==> config.mk <==
export PLATFORM = sky130hd
export DESIGN_NAME = lane_swizzle_reg
export DESIGN_NICKNAME = d
export VERILOG_FILES = /design/src/rtl/lane_swizzle_pkg.sv /design/src/rtl/lane_swizzle_perm.sv /design/src/rtl/lane_swizzle_reg.sv
export SDC_FILE = /design/constraint.sdc
export NUM_CORES = 1
export LEC_CHECK = 0
export ABC_CLOCK_PERIOD_IN_PS = 2100
export CORE_MARGIN = 8
export CORE_UTILIZATION = 45
export CTS_CLUSTER_SIZE = 24
export DETAILED_ROUTE_END_ITERATION = 6
export PLACE_DENSITY_LB_ADDON = 0.2
export SKIP_CTS_REPAIR_TIMING = 1
export SYNTH_ARGS = -nofsm -noshare
export SYNTH_HDL_FRONTEND = slang
export SYNTH_SLANG_ARGS = --single-unit
export TNS_END_PERCENT = 1
==> constraint.sdc <==
create_clock -name CLK -period 2.1 [get_ports CLK]
set_clock_uncertainty 0.2 [all_clocks]
set_input_delay 0.42 -clock CLK [delete_from_list [all_inputs] [get_ports CLK]]
set_output_delay 0.42 -clock CLK [all_outputs]
set_load 0.005 [all_outputs]
==> src/rtl/lane_swizzle_pkg.sv <==
// Shared types for the lane swizzle register: swizzle mode encoding and rot-port sizing.
package lane_swizzle_pkg;

    typedef enum logic [1:0] {
        MODE_PASS = 2'd0,
        MODE_REV  = 2'd1,
        MODE_PAIR = 2'd2,
        MODE_ROT  = 2'd3
    } mode_t;

    // Width of the rotate-amount port: max(1, clog2(lanes)).
    function automatic int rot_w(input int lanes);
        return (lanes > 2) ? $clog2(lanes) : 1;
    endfunction

endpackage

==> src/rtl/lane_swizzle_perm.sv <==
// Combinational lane permutation (pass, reverse, pair swap, rotate).
// Rotation exists only when LANE_SWIZZLE_ROT_EN is defined; otherwise mode 3 is a pass-through.
module lane_swizzle_perm
    import lane_swizzle_pkg::*;
#(
    parameter int LANE_W = 8,
    parameter int LANES  = 2
) (
    input  logic [LANE_W*LANES-1:0]   src_data,
    input  logic [1:0]                mode,
    input  logic [rot_w(LANES)-1:0]   rot,
    output logic [LANE_W*LANES-1:0]   perm_data
);

    int src_lane;

`ifndef LANE_SWIZZLE_ROT_EN
    logic unused_rot;
    assign unused_rot = ^rot;
`endif

    always_comb begin
        perm_data = src_data;
        src_lane  = 0;
        for (int i = 0; i < LANES; i++) begin
            case (mode_t'(mode))
                MODE_REV:  src_lane = LANES - 1 - i;
                // With odd LANES the top lane has no partner and stays put.
                MODE_PAIR: src_lane = ((i ^ 1) < LANES) ? (i ^ 1) : i;
`ifdef LANE_SWIZZLE_ROT_EN
                MODE_ROT:  src_lane = (i + int'(rot)) % LANES;
`endif
                default:   src_lane = i;
            endcase
            perm_data[i*LANE_W +: LANE_W] = src_data[src_lane*LANE_W +: LANE_W];
        end
    end

endmodule

==> src/rtl/lane_swizzle_reg.sv <==
// Two-entry FIFO that stores words already lane-swizzled on the input side.
// Define LANE_SWIZZLE_ROT_EN to enable the mode-3 lane rotation.
module lane_swizzle_reg
    import lane_swizzle_pkg::*;
#(
    parameter int LANE_W = 8,
    parameter int LANES  = 2
) (
    input  logic                      CLK,
    input  logic                      RESET,
    input  logic                      in_valid,
    output logic                      in_ready,
    input  logic [LANE_W*LANES-1:0]   in_data,
    input  logic [1:0]                mode,
    input  logic [rot_w(LANES)-1:0]   rot,
    output logic                      out_valid,
    input  logic                      out_ready,
    output logic [LANE_W*LANES-1:0]   out_data,
    output logic [1:0]                count
);

    localparam int W = LANE_W * LANES;

    logic [W-1:0] swz_data;
    logic [W-1:0] head_data;
    logic [W-1:0] tail_data;
    logic [1:0]   count_q;
    logic         push;
    logic         pop;

    lane_swizzle_perm #(
        .LANE_W (LANE_W),
        .LANES  (LANES)
    ) u_perm (
        .src_data  (in_data),
        .mode      (mode),
        .rot       (rot),
        .perm_data (swz_data)
    );

    // Handshakes depend only on the registered count, never on out_ready.
    assign in_ready  = (count_q < 2'd2);
    assign out_valid = (count_q != 2'd0);
    assign out_data  = out_valid ? head_data : '0;
    assign count     = count_q;

    assign push = in_valid && in_ready;
    assign pop  = out_valid && out_ready;

    always_ff @(posedge CLK) begin
        if (RESET) begin
            count_q   <= 2'd0;
            head_data <= '0;
            tail_data <= '0;
        end else if (push && pop) begin
            // Only reachable at count 1: the new word replaces the departing head.
            head_data <= swz_data;
        end else if (push) begin
            if (count_q == 2'd0) begin
                head_data <= swz_data;
            end else begin
                tail_data <= swz_data;
            end
            count_q <= count_q + 2'd1;
        end else if (pop) begin
            head_data <= tail_data;
            tail_data <= '0;
            count_q   <= count_q - 2'd1;
        end
    end

endmodule

Word level (Yosys, flattened, before mapping)
Cells that the tools add are included.
{"block": "word_totals", "ff_bits": 34, "input_bits": 23, "wordCells": 36}
{"block": "classes", "addsub": 2, "n_lt_le_gt_ge": 1, "eq_ne": 4, "shifts": 2, "reduce_logical": 11, "mux": 12, "bitwise_logic": 1}
{"operator": "16-bit two-way mux", "n": 8}
{"operator": "16-bit by 5-bit variable part select with 8-bit output", "n": 2}
{"operator": "2-bit two-way mux", "n": 2}
{"operator": "2-bit AND reduction", "n": 2}
{"operator": "2-bit nonzero test", "n": 2}
{"operator": "1-bit logical AND", "n": 3}
{"operator": "3-bit by 1-bit inequality test with 1-bit output (second input constant)", "n": 1}
{"operator": "3-bit AND reduction", "n": 1}
{"operator": "3-bit nonzero test", "n": 1}
{"operator": "2-bit by 1-bit adder with 2-bit output (second input constant)", "n": 1}
{"operator": "2-bit by 1-bit equality test with 1-bit output (second input constant)", "n": 1}
{"operator": "2-bit equality test (second input constant)", "n": 1}
{"operator": "2-bit zero test", "n": 1}
{"operator": "2-bit < comparator (second input constant)", "n": 1}
{"operator": "1-bit two-way mux", "n": 2}
{"operator": "2-bit inequality test (second input constant)", "n": 1}
{"operator": "2-bit OR reduction", "n": 1}
{"operator": "2-bit by 1-bit subtractor with 2-bit output (second input constant)", "n": 1}
{"operator": "1-bit inverter", "n": 1}

Depth between registers and ports, before layout
{"block": "logic_depth", "word_depth": 7, "ltp_mapped": 9, "mapped_depth_nobuf": 6}

Modules after synthesis
Synthesis repeated with hierarchy kept, for this count alone.
{"block": "unflattened", "hier_cells": 221, "area_unflattened_um2": 2005.7}
{"module": "lane_swizzle_reg", "area_each_um2": 1793.0, "instances": 1, "cells_each": 203}
{"module": "lane_swizzle_perm", "area_each_um2": 212.7, "instances": 1, "cells_each": 18}

Worst setup path before layout
Ideal clock, no wire load.
{"block": "synth_timing", "kind": "reg2reg", "start": "reg count_q[0], in the netlist count[0]", "end": "reg tail_data[12]", "synth_period_minus_slack_ns": 2.185, "required_time_ns": 1.830, "arrival_time_ns": 1.915, "setup_slack_ns": -0.085, "stages_incl_launch_ff": 10, "cell_sequence": "dfxtp_1 buf_6 o21ai_2 inv_2 buf_2 ha_1 nor2_1 nand4_2 buf_6 o2bb2ai_1"}
{"block": "synth_between", "elab_chain_cells": 5}
{"element": "start, declared", "line_no": "lane_swizzle_reg.sv:27", "text": "logic [1:0] count_q;"}
{"element": "start signal, assigned", "line_no": "lane_swizzle_reg.sv:64", "text": "count_q <= count_q + 2'd1;"}
{"element": "start signal, assigned", "line_no": "lane_swizzle_reg.sv:68", "text": "count_q <= count_q - 2'd1;"}
{"element": "parallel branches: the longest is 5 deep, another holds 2-bit < comparator"}
{"element": "end signal, assigned", "line_no": "lane_swizzle_reg.sv:62", "text": "tail_data <= swz_data;"}
{"element": "end, declared", "line_no": "lane_swizzle_reg.sv:26", "text": "logic [W-1:0] tail_data;"}
Parallel ways; which one is timed is not known.
A chain may end at the register's enable or synchronous reset.

Final worst setup path
{"block": "layout_timing", "start": "reg count_q[1], in the netlist count[1]", "end": "out out_valid"}
{"block": "layout_between", "elab_chain_cells": 1}
{"element": "2-bit nonzero test", "line_no": "lane_swizzle_reg.sv:43", "text": "assign out_valid = (count_q != 2'd0);"}
{"element": "end, declared", "line_no": "lane_swizzle_reg.sv:16", "text": "output logic out_valid,"}
Every way passes these cells.

==> results.toml <==
[setup_path]
arrival_ns = 1.43
end_kind = "output pin"
worstPathMaxFanout = 12
worstPathRequired_ns = 1.48
reg2reg_depth = 6
start_kind = "flop"
reg2reg_from = "count[1]"
worstSetupPathType = "flop to output pin"
reg2reg_slack_ns = 0.31
r2r-end = "head_data[6]"

[logic_synthesis]
synth_compound_area_share_pct = 28.78
synth_ff_type = "dfxtp_1"
yosys.area_share.adder_pct = 1.294
synth-simple-area-share_pct = 17.98
syn_inst = 191
synth_warnings = 0
synth_top_family_by_area = "compound AO/OA/AOI/OAI gates"
muxShareOfSynthArea_pct = 8.344
synth_edf_count = 0
synth.area.top_cells = "dfxtp_1, nor2b_1, mux2i_1"
synth_xor_area_share_pct = 1.876
synth.net_count = 216
synth.cell_area_um2 = 1934
syn_area_per_cell_um2 = 10.13
yosysTopAreaCell = "dfxtp_1"
synth_seq_cells = 34
ys_async_sr_fraction_pct = 0
ys_types = 39
ys_seq_area_share_pct = 35.19
yosys.area.top_type_share_pct = 35.19

[min_path]
holdPathEnd = "tail_data[15]"
hold_path.class = "flop to flop"
hp-start = "tail_data[15]"
hold_depth = 1

[detailed_routing]
ant_nets = 0
wl_per_cell_um = 18.24
via_per_inst = 5.894
drtIter0Drc = 75
route.detailed.drc = 0
num_vias = 1786
firstDrtPassIters = 4
wl_um = 5527

[sta]
hold_violations = 0
worst_slew_pin_slew_ns = 0.4939
fin_tns_setup_ns = 0
fin_crit_sh_pct = 97.66
rsz0062_at_grt = "true"
report.final.slew_viol_count = 0
layout_setup_ws_ns = 0.04912
max_freq_ghz = 0.4876
maxSlewHeadroom_pct = 67.04
hold_ws_ns = 0.2601
fin_crit_ns = 2.051
finalSetupViolations = 0

[finish]
post-route-util_pct = 63.98
drive_gt1_share_pct = 25.10
multi_input_area_um2 = 1152
final_nets = 276
layout_commonest_cell = "dfxtp_1"
areaGrowthSynthToFinish_pct = 40.04
fillCellCount = 336
n_antenna_cell = 0
ff_latch_area_um2 = 685.7
final_cell_mix = "dfxtp_1, nor2b_1, clkdlybuf4s50_1, buf_4, nand2_1"

[grt]
grt_max_degree = 25
grt_pass1_wl_um = 8687
grt_use_total_pct = 16.74
grt-ovfl-total = 0
grt_pass1_vias = 1775
antenna_found_initial = 0

[place]
dp_hpwl_um = 4094
post-place-ws_ns = -0.4519
gp_congestion = 0.8399
io_buffers = 41

[die]
die_x_um = 81.57
die_area_um2 = 6653
core.rowCount = 24
coreArea_um2 = 4234
io_pins = 43
floorplan.initialDensity_pct = 45.69
dieHeight_um = 81.57

[clock_tree]
clkTransAtPathRegs_ns = 0.07
cts_root_buffer = "clkbuf_8"
htreeDepth = 2
cts_buffer_depth = 2
cts_buffers = 5
tritoncts = "built"
clock_sinks = 34
worstSkewPairLatency_ns = 0.28

[pwr]
power_switching_mw = 0.8727
switching_share_pct = 36.36
total_power_mw = 2.400
p_per_area_nw_per_um2 = 886.1
p_int_mw = 1.528
vdd_drop_max_mv = 0.3980
seqPwrFrac_pct = 33.9
p_leak_nw = 1.256
clockPowerShare_pct = 18.7
pwr-share-comb_pct = 47.5

[run_status]
outcome = "finished, final reports clean"

[job]
max_cap_viol_count = 0
==> synthesized netlist by cell type (all sizes together) (2+ instances only) <==
cell type and instances:
dfxtp 34, nor2b 31, nand2 18, o221ai 16
mux2i 15, o2111ai 15, o2bb2ai 15, buf 9
clkbuf 6, inv 6, nor2 3, o21ai 3
a21oi 2, ha 2, nand3b 2, xnor2 2
==> power groups by stage <==
stage | combinational, mW | clock (mW) | sequential [mW]
after floorplan | 0.632 | 0 | 0.806
after global placement | 1.05 | 0 | 0.814
after detailed placement | 1.08 | 0 | 0.818
after CTS | 1.09 | 0.458 | 0.803
after global routing | 1.23 | 0.485 | 0.823
final | 1.14 | 0.448 | 0.813
==> worst max-delay path, stage by stage, from the launching register on <==
cell	delay [ns]
dfxtp_4	0.36
nor2_2	0.13
buf_6	0.17
inv_1	0.05
clkdlybuf4s50_1	0.44
==> routing by layer <==
layer  GRT usage, %  part of all wire, %  wire length [um]
met1          20.17                   42              2294
met2          27.05                   48              2679
met3          4.486                  8.4               464
met4          8.036                  1.6                88
met5              0                    0                 0
==> worst max-delay path by stage <==
stage                  start             to  slack (ns)  depth (start not counted)
finish              count[1]      out_valid        0.05                          4
global route        in_valid   head_data[0]       -0.04                          8
CTS                 in_valid   head_data[1]       -0.16                          6
detailed placement  in_valid   head_data[1]       -0.45                          6
global placement    in_valid   head_data[0]       -0.37                          6
floorplan           count[0]  tail_data[12]       0.002                          9
==> flip-flops by register name, indices dropped and copies added, names as in the netlist <==
register,flops
head_data,16
tail_data,16
count,2
==> cell type report <==
| class | count | area share, % |
|---|---|---|
| clock buffers | 7 | 2.818 |
| inverters | 7 | 1.155 |
| multi-input cells | 135 | 42.54 |
| flip-flops and latches | 34 | 25.31 |
| well taps | 52 | 2.402 |
| repair buffers | 68 | 25.77 |
==> logic make-up after synthesis <==
| kind of cell | count (synthesis) |
|---|---|
| flip-flops | 34 |
| adder cells (fa/ha/maj) | 2 |
| XOR/XNOR | 2 |
| AND/OR/NAND/NOR | 60 |
| multiplexers | 16 |
| buffers and inverters | 22 |
| AO/OA/AOI/OAI | 55 |
==> stage by stage <==
| stage | cells | area [um2] |
|---|---|---|
| after floorplan | 191 | 1937 |
| after global placement | 292 | 2524 |
| after detailed placement | 292 | 2524 |
| after CTS | 299 | 2600 |
| after global routing | 303 | 2709 |
| final | 303 | 2709 |
No activity file was read; power rests on OpenSTA's default activity.
